File: src/rtl/mem_bus_arbiter.sv
// -----------------------------------------------------------------------------
// mem_bus_arbiter
//
// Shares one memory bus between the CPU (primary owner) and a DMA/loader port.
// The CPU owns the bus by default. A waiting DMA requester is granted the bus
// only after the CPU has run for MAX_CPU_BURST cycles, and never in a CPU
// write cycle. A DMA tenure lasts at most DMA_MAX_LEN transfers. While DMA
// owns the bus the CPU is frozen through cpu_rdy.
//
// Ports:
//   clk, reset             rising-edge clock, asynchronous active-high reset
//   cpu_addr/dout/we       CPU bus request
//   cpu_din, cpu_rdy       CPU read data, CPU may advance
//   dma_req/addr/dout/we   DMA bus request (level, qualified by dma_req)
//   dma_gnt, dma_ack       DMA owns the bus, DMA transfer completes this cycle
//   dma_din                DMA read data
//   mem_addr/dout/we       muxed memory bus
//   mem_din                memory read data (combinational on mem_addr)
//   stall_count            debug: cycles spent with the CPU frozen (wraps)
// -----------------------------------------------------------------------------
module mem_bus_arbiter #(
  parameter int ADDR_W        = 16,
  parameter int DATA_W        = 8,
  parameter int MAX_CPU_BURST = 4,
  parameter int DMA_MAX_LEN   = 8
) (
  input  logic              clk,
  input  logic              reset,
  input  logic [ADDR_W-1:0] cpu_addr,
  input  logic [DATA_W-1:0] cpu_dout,
  input  logic              cpu_we,
  output logic [DATA_W-1:0] cpu_din,
  output logic              cpu_rdy,
  input  logic              dma_req,
  input  logic [ADDR_W-1:0] dma_addr,
  input  logic [DATA_W-1:0] dma_dout,
  input  logic              dma_we,
  output logic              dma_gnt,
  output logic              dma_ack,
  output logic [DATA_W-1:0] dma_din,
  output logic [ADDR_W-1:0] mem_addr,
  output logic [DATA_W-1:0] mem_dout,
  output logic              mem_we,
  input  logic [DATA_W-1:0] mem_din,
  output logic [15:0]       stall_count
);

  localparam int SW = (MAX_CPU_BURST > 1) ? $clog2(MAX_CPU_BURST) : 1;
  localparam int LW = (DMA_MAX_LEN > 1) ? $clog2(DMA_MAX_LEN) : 1;
  localparam logic [SW-1:0] STARVE_MAX = SW'(MAX_CPU_BURST - 1);
  localparam logic [LW-1:0] LEN_MAX    = LW'(DMA_MAX_LEN - 1);

  typedef enum logic {
    CPU_OWN = 1'b0,
    DMA_OWN = 1'b1
  } state_t;

  state_t        state, state_n;
  logic [SW-1:0] starve_cnt, starve_cnt_n;
  logic [LW-1:0] dma_len, dma_len_n;

  // Decoded ownership outputs.
  assign cpu_rdy = (state == CPU_OWN);
  assign dma_gnt = (state == DMA_OWN);
  assign dma_ack = dma_gnt & dma_req;

  // Bus mux: the non-owner's write strobe is never forwarded.
  assign mem_addr = dma_gnt ? dma_addr : cpu_addr;
  assign mem_dout = dma_gnt ? dma_dout : cpu_dout;
  assign mem_we   = dma_gnt ? (dma_we & dma_req) : cpu_we;

  // Zero-latency read path to both requesters.
  assign cpu_din = mem_din;
  assign dma_din = mem_din;

  // NOTE: every always_comb target gets a default first, so no path leaves a
  // value unassigned and no latch is inferred.
  always_comb begin
    state_n      = state;
    starve_cnt_n = starve_cnt;
    dma_len_n    = dma_len;
    unique case (state)
      CPU_OWN: begin
        dma_len_n = '0;
        if (!dma_req) begin
          starve_cnt_n = '0;
        end else if (starve_cnt == STARVE_MAX && !cpu_we) begin
          // A CPU write cycle is never preempted; hand over on a non-write.
          state_n      = DMA_OWN;
          starve_cnt_n = '0;
        end else if (starve_cnt != STARVE_MAX) begin
          starve_cnt_n = starve_cnt + SW'(1);
        end
      end
      DMA_OWN: begin
        // starve_cnt stays 0 so a still-pending request after a capped tenure
        // gives the CPU a full burst before the next grant.
        starve_cnt_n = '0;
        if (!dma_req) begin
          state_n   = CPU_OWN;
          dma_len_n = '0;
        end else if (dma_len == LEN_MAX) begin
          state_n   = CPU_OWN;
          dma_len_n = '0;
        end else begin
          dma_len_n = dma_len + LW'(1);
        end
      end
      default: state_n = CPU_OWN;
    endcase
  end

  // NOTE: sequential state uses non-blocking assignments so all registers
  // update together from values sampled before the edge.
  always_ff @(posedge clk or posedge reset) begin
    if (reset) begin
      state       <= CPU_OWN;
      starve_cnt  <= '0;
      dma_len     <= '0;
      stall_count <= '0;
    end else begin
      state      <= state_n;
      starve_cnt <= starve_cnt_n;
      dma_len    <= dma_len_n;
      if (state == DMA_OWN) stall_count <= stall_count + 16'd1;
    end
  end

endmodule

File: config.mk
export PLATFORM = sky130hd
export DESIGN_NAME = mem_bus_arbiter
export DESIGN_NICKNAME = d
export VERILOG_FILES = /design/src/rtl/mem_bus_arbiter.sv
export SDC_FILE = /design/constraint.sdc
export NUM_CORES = 1
export LEC_CHECK = 0
export CORE_MARGIN = 2
export CORE_UTILIZATION = 32
export DETAILED_ROUTE_END_ITERATION = 10
export GPL_ROUTABILITY_DRIVEN = 0
export GPL_TIMING_DRIVEN = 0
export PLACE_DENSITY_LB_ADDON = 0.15
export SYNTH_ARGS = -nofsm -noshare
export SYNTH_HDL_FRONTEND = slang
export SYNTH_SLANG_ARGS = --single-unit
File: constraint.sdc
create_clock -name clk -period 1.44 [get_ports clk]
set_input_delay 0.144 -clock clk [delete_from_list [all_inputs] [get_ports clk]]
set_output_delay 0.144 -clock clk [all_outputs]
set_load 0.005 [all_outputs]
==> results by stage, run 1 <==
Outcome:
- The run finished, with violations left.
- The checks that failed: setup timing.

Drt:
- The final antenna-violating net count is 0.
- Dividing the detail-routed via count by the number of cells gives 4.44.
- After detailed routing, the average wire length per cell comes to 15.2 um.
- The number of iterations in the first detailed-routing pass is 3.
- After the first detailed-routing iteration, the DRC count stood at 30.
- The final layout contains routed wiring with a total length of 4.65 mm.
- In the routed design, unresolved DRC markers number 0.
- The via count is 1359.

CTS:
- The number of H-tree branching levels is 1.
- The clock latency reported for the late side of the worst-skew pair is 0.26 ns.
- The cell sitting at the root of the clock tree is a sky130_fd_sc_hd__clkbuf_8.
- After clock tree synthesis, the clock-pin slew on the worst setup and hold paths is 0.07 ns.
- The hold buffer count at CTS is 0.
- TritonCTS built the clock tree.
- The total CTS buffers is 3.
- The worst-case clock buffer depth is 2.
- The clock drives 22 sinks.

STA:
- Setup repair after global routing could not meet its margin everywhere.
- After layout, the worst path uses 111% of the clock period.
- The slack of the critical path is -0.163 ns.
- The slew at the pin with the worst max-slew slack is 0.821 ns.
- Derived from the worst setup path, the maximum achievable clock frequency is 0.624 GHz.
- The sum of negative setup slack is -3.08 ns.
- Headroom to the max-slew limit came out at 45.2%.
- The shortest clock period the worst path allows after layout is 1.60 ns.
- On the final layout, the worst clock skew is 0.000685 ns.
- The count of final max-slew check failures was 0.
- The final setup violation count is 23.
- The hold violation total from the final report came to 0.

Die:
- In this run the horizontal extent of the chip is 70.8 um.
- The area of the placeable core is 4320 um^2.
- In this run the vertical extent of the chip is 70.8 um.
- For this configuration, the core starts out at a cell density of 33.0%.
- The die footprint is 5020 um^2.
- The number of top-level design ports is 121.
- The site row count is 24.

Finish:
- After the last flow step, the layout net total stands at 321.
- 0 antenna diodes ended up in the layout.
- Relative to the synthesized area, the layout overhead comes to 102%.
- The finished cells cover 2880 um^2.
- After the flow finishes, the layout carries non-filler instances totaling 306.
- Of the cells placed in the final design, the portion with a size suffix greater than 1 is 39.0%.

Critical path:
- The category of the most critical setup path is flop to output pin.
- The largest single stage delay on the critical path is 0.39 ns.
- The data required time of the worst path is 1.30 ns.
- The arrival time of the worst setup path is 1.46 ns.
- The kind of end point of the critical path is an output pin.
- By instance count, the cell type seen most on the critical path is sky130_fd_sc_hd__buf_6.
- Traced cell by cell, the critical path runs through buf_6 > buf_8 > buf_12 > mux2_4 > buf_6.
- Across all register-to-register paths, the minimum setup slack is 0.08 ns.
- The maximum fanout along the worst path is 7.
- The cell with the biggest individual delay on the critical path is sky130_fd_sc_hd__dfrtp_1.
- The kind of launch point of the worst setup path is a flop.
- Grouping stages by cell kind, the critical path spends the most delay in buffers and inverters.
- Counting both buffers and inverters, the worst setup path holds a total of 4.

Synthesis:
- The prevailing post-synth register cell is sky130_fd_sc_hd__dfrtp_1.
- The mapped cell area is 1430 um^2.
- The average instance in the mapped netlist occupies 11.2 um^2.
- The count of warnings emitted by yosys is 0.
- Counting flops with an async set or reset pin after synthesis yields a share of 100%.
- When the netlist entered floorplanning its net count stood at 193.
- The number of enable-type register cells in the synthesized netlist is 0.
- The share of the Yosys chip area taken by registers is 38.5%.
- The unique cell type count in the Yosys netlist is 22.
- The number of instances in the synthesized netlist is 128.
- The flip-flop and latch count after synthesis is 22.

Power and ir drop:
- The leakage power of the design is 1.34 nW.
- The power density of the placed cells is 627 nW/um^2.
- The worst voltage drop across the vdd grid is 0.000458 V.
- The power after layout is 1.81 mW.

Placed design:
- The cell area after placement is 2620 um^2.
- The count of buffers from port buffering is 112.
- The cell count after placement is 292.
- The detailed-placement wirelength estimate is 3.57 mm.

Global routing:
- The number of global-route vias before repair is 1369.
- Entering global routing, the biggest net connects 23 pins.
- The total overflow left after global routing is 0.
- For this run, global-route usage on met1 was measured as 22.7%.
- The first-pass GRT wire length is 7.18 mm.
- The fraction of met3 tracks used by global routing is 4.56%.
- The initial antenna violation count came to 0.
- The aggregate global-route resource usage is 18.0%.
- The global-route track usage on met2 is 32.2%.
- The layer with the highest usage is met2.

Min path:
- The kind of path behind the tightest hold check is primary input to async pin.

Run:
- Max-cap violations in this run came to 0.
==> cell usage after synthesis (5+ instances only) <==
master	instances	area [um^2]
sky130_fd_sc_hd__xor2_1	10	87.6
sky130_fd_sc_hd__buf_4	16	120
sky130_fd_sc_hd__nand2_1	5	18.8
sky130_fd_sc_hd__xnor2_1	5	43.8
sky130_fd_sc_hd__dfrtp_1	22	551
sky130_fd_sc_hd__mux2_2	26	293
sky130_fd_sc_hd__nand3_1	5	25.0
==> flip-flops by register name, indices dropped and copies added, names as in the netlist <==
register / count
stall_count: 16
dma_len: 3
starve_cnt: 2
dma_gnt: 1
==> worst paths after layout <==
check | startpoint | endpoint | depth (start not counted)
min in group clk | dma_len[0] | dma_len[0] | 1
worst min-delay path | reset | dma_len[2] | 2
worst max register to register | dma_gnt | stall_count[9] | 5
worst max-delay path | dma_gnt | mem_addr[10] | 5
max in group asynchronous | reset | stall_count[4] | 2
worst min register to register | dma_len[0] | dma_len[0] | 1
==> repair_timing <==
action | 4_1_cts | 5_1_grt
buffers inserted | 8 | 3
endpoints found under the setup margin | 28 | 34
gates resized for setup | 121 | 33
pin swaps | 0 | 3
==> stage by stage <==
stage                     util (%)  hold WS, ns  setup WS (ns)
after floorplan                  -        0.133          0.195
after global routing          66.6        0.449         -0.205
after CTS                     62.6        0.390         -0.153
after detailed placement      60.5        0.436         -0.324
after global placement        60.5        0.435         -0.344
final                         66.6        0.346         -0.163
==> cells in the final DEF (no fill, tap or decap), drive strengths merged <==
cell           netlist  routed
a22o                 1       1
and2                 1       1
and3                 4       4
buf                 20      56
clkbuf               0       3
clkdlybuf4s50        0      85
dfrtp               22      22
dlygate4sd2          0       1
dlymetal6s2s         0       1
ha                   4       4
inv                  4       4
mux2                26      26
nand2                5       5
nand3                5       5
nand4                5       5
nor2                 4       4
nor3                 4       4
nor3b                2       2
nor4                 4       4
o21a                 1       1
o21ai                1       1
xnor2                5       5
xor2                10      10
==> kinds of logic after synthesis <==
logic type	count (synthesis)	synth area share, %
flip-flops	22	38.5
AND/OR/NAND/NOR	34	15.9
XOR/XNOR	15	9.19
adder cells (fa/ha/maj)	4	3.50
multiplexers	26	20.5
buffers and inverters	24	10.9
AO/OA/AOI/OAI	3	1.49
==> layer usage <==
| layer | vias to the layer above | wire length [um] |
|---|---|---|
| met5 | - | 0 |
| met4 | 0 | 8 |
| met3 | 2 | 201 |
| met2 | 35 | 2580 |
| met1 | 635 | 1860 |
| li1 | 687 | - |
==> cell type report <==
class	count	area, um^2
repair buffers	123	1220
inverters	4	15.0
multi-input cells	82	811
fillers	355	1440
plain buffers	20	176
clock buffers	3	41.3
flip-flops and latches	22	556
well taps	52	65.1
==> power by group <==
part	internal [mW]	switching [mW]
sequential	0.672	0.0748
clock	0.186	0.178
combinational	0.490	0.204
(Power assumes the default switching activity.)
==> inputs of run 2 (changes only) <==
--- a/config.mk
+++ b/config.mk
@@ -11,6 +11,7 @@
 export GPL_ROUTABILITY_DRIVEN = 0
 export GPL_TIMING_DRIVEN = 0
 export PLACE_DENSITY_LB_ADDON = 0.15
+export SKIP_CTS_REPAIR_TIMING = 1
 export SYNTH_ARGS = -nofsm -noshare
 export SYNTH_HDL_FRONTEND = slang
 export SYNTH_SLANG_ARGS = --single-unit
==> run 2 against run 1 <==
- the run still ends with setup timing left
- register-to-register slack is essentially flat
- setup slack lost 0.091 ns
- sequential share of layout area grew 0.53 points
- largest cell class unchanged
- highest routed layer unchanged
==> results by stage, run 2 (synthesis results as in run 1) <==
Critical path:
- The arrival time of the worst setup path is 1.55 ns (+0.09 ns).
- The kind of end point of the critical path is an output pin.
- The kind of launch point of the worst setup path is a flop.
- Traced cell by cell, the critical path runs through buf_6 > buf_8 > buf_6 > buf_6 > mux2_4 > buf_6.
- The critical path's largest stage delay is 0.39 ns (about the same).
- The kind of cell with the highest combined delay along the critical path is buffers and inverters.
- The data required time of the worst path was 1.30 ns (about the same).
- The most numerous cell type found on the critical path is sky130_fd_sc_hd__buf_6.
- The maximum fanout along the worst path is 7 (unchanged).
- The number of buffer and inverter instances along the worst setup path came to 5 (+1).
- On the critical path, the stage with the largest delay is an instance of sky130_fd_sc_hd__dfrtp_1.
- The critical path is of the flop to output pin type.

STA:
- The sum of negative setup slack was -3.66 ns (-0.582 ns).
- The slew at the pin with the worst max-slew slack was 0.823 ns (+0.00291 ns).
- The count of final max-slew check failures is 0 (unchanged).
- The max-slew headroom at the worst pin is 45.0% (-0.19 points).
- The slack of the critical path is -0.254 ns (-0.0912 ns).
- The hold violation total from the final report came to 0 (unchanged).
- Setup repair after global routing could not meet its margin everywhere.
- The final setup violation count is 25 (+8.7%).
- The shortest clock period the worst path allows after layout came to 1.69 ns (+0.0912 ns).
- The peak clock frequency supported by timing is 0.590 GHz (-5.4%).
- The clock skew after layout was 0.00239 ns (+0.00170 ns).
- The minimum hold slack is 0.347 ns (+0.00104 ns).
- The part of the cycle the worst path needs came to 118% (+6.3 points).

Power and ir drop:
- The register share of total power is 42.5% (+1.1 points).
- The switching share of power was 25.4% (+0.066 points).
- The net switching component of the power is 0.446 mW (-2.3%).
- The internal power is 1.31 mW (-2.7%).
- The leakage power of the design was 1.34 nW (-0.16%).
- The part of the total power dissipated in the clock network is 20.9% (+0.7 points).
- The power share of the combinational group is 36.7% (-1.7 points).
- The power density of the placed cells is 628 nW/um^2 (+0.10%).
- The power after layout was 1.76 mW (-2.6%).
- The worst voltage drop across the vdd grid came to 0.000554 V (+21%).

Global routing:
- The number of global-route vias before repair came to 1330 (-2.8%).
- The initial antenna violation count is 0 (unchanged).
- The aggregate global-route resource usage is 17.2% (-0.80 points).
- The sum of overflow across all layers after global routing is 0 (unchanged).
- The first-pass GRT wire length is 6.84 mm (-4.6%).
- The pin count of the biggest net entering global routing is 23 (unchanged).

Finish:
- The proportion of layout cells with a drive suffix above 1 is 37.2% (-1.8 points).
- The net count of the finished layout is 325 (+1.2%).
- More flip-flops sit in one register than any other, and that register is stall_count.
- The total inserted antenna cells is 0 (unchanged).
- In the final layout, the registers with the most flip-flops are stall_count x16, dma_len x3, starve_cnt x2.
- The commonest non-fill, non-tap cell in the layout is sky130_fd_sc_hd__clkdlybuf4s50_1.
- The flip-flop count of the largest register, all copies and words added came to 16 (unchanged).
- The layout-stage area growth over the synthesis result is 96.1%.
- In the layout the commonest cells are sky130_fd_sc_hd__clkdlybuf4s50_1, sky130_fd_sc_hd__buf_4, sky130_fd_sc_hd__mux2_2.

CTS:
- The worst-case clock buffer depth came to 2 (unchanged).
- TritonCTS built the clock tree.
- The clock-pin slew of the registers on the worst-case setup and hold paths is 0.07 ns (about the same).
- The clock latency reported for the late side of the worst-skew pair came to 0.26 ns (about the same).
- The total number of clock tree sinks is 22 (unchanged).
- The total CTS buffers was 3 (unchanged).
- The number of H-tree branching levels is 1 (unchanged).
- The root cell of the clock tree is sky130_fd_sc_hd__clkbuf_8.

Placed design:
- The count of buffers from port buffering is 112 (unchanged).
- The detailed-placement wirelength estimate is 3.57 mm (unchanged).

Drt:
- The number of iterations in the first detailed-routing pass was 3 (unchanged).
- The violation count after the first detailed-route iteration is 33 (+10%).
- The total detailed-routing wirelength is 4.52 mm (-2.9%).
- The DRC violation count after routing is 0 (unchanged).
- The final antenna-violating net count is 0 (unchanged).
- The via count is 1359 (unchanged).
- The routed length per placed instance is 14.6 um (-4.2%).
- The average via count per standard cell was 4.38 (-1.3%).

Die:
- The starting density of the core is 33.0% (unchanged).
- The floorplan die width is 70.8 um (unchanged).
- The site row count is 24 (unchanged).
- The die footprint is 5020 um^2 (unchanged).
- The area of the placeable core is 4320 um^2 (unchanged).
- The die span in y was 70.8 um (unchanged).
- The number of top-level design ports is 121 (unchanged).

Outcome:
- The flow ran to the end, but the final reports show violations.
- The checks that failed: setup timing.

Run:
- The max capacitance violation total was 0 (unchanged).

Min path:
- The kind of path behind the tightest hold check is primary input to async pin.
==> run 2: changes by cell type in the layout (fill, tap and decap cells not counted), sizes merged <==
cell | before | now
clkbuf | 3 | 21
buf | 56 | 37
clkdlybuf4s50 | 85 | 87
dlygate4sd2 | 1 | 0
dlymetal6s2s | 1 | 5
==> run 2: area by class of cell <==
type | count | area, um^2
fill | 367 | 1520
sequential | 22 | 556
timing repair buffer | 127 | 1180
clock buffer | 3 | 41.3
tap | 52 | 65.1
buffer | 20 | 176
inverter | 4 | 15.0
multi-input combinational | 82 | 767
==> run 2: metal layers <==
metal	global-route usage, %	part of all wire (%)
met1	21.5	40
met2	30.8	56
met3	4.56	4.1
met4	1.89	0.18
met5	0	0
==> run 2: stage by stage <==
step,worst slack (ns),area [um^2],std cells,util (%)
floorplan,0.195,1430,128,-
global placement,-0.344,2620,292,60.5
detailed placement,-0.324,2620,292,60.5
CTS,-0.623,2660,295,61.4
global route,-0.315,2800,310,64.8
finish,-0.254,2800,310,64.8
==> run 2: final timing paths <==
check	start	to	slack, ns	cells after the start
worst max-delay path	dma_gnt	mem_addr[5]	-0.25	6
min in group clk	dma_len[0]	dma_len[0]	0.45	1
max in group asynchronous	reset	stall_count[0]	0.53	2
worst max register to register	dma_gnt	stall_count[9]	0.07	5
worst min-delay path	reset	starve_cnt[1]	0.35	2
worst min register to register	dma_len[0]	dma_len[0]	0.45	1
==> run 2: power groups by stage <==
stage | logic (mW) | registers [mW] | clock network, mW
6_report | 0.645 | 0.747 | 0.367
5_1_grt | 0.698 | 0.757 | 0.412
4_1_cts | 0.634 | 0.727 | 0.385
3_5_place_dp | 0.630 | 0.738 | 0
3_3_place_gp | 0.623 | 0.739 | 0
2_1_floorplan | 0.215 | 0.734 | 0
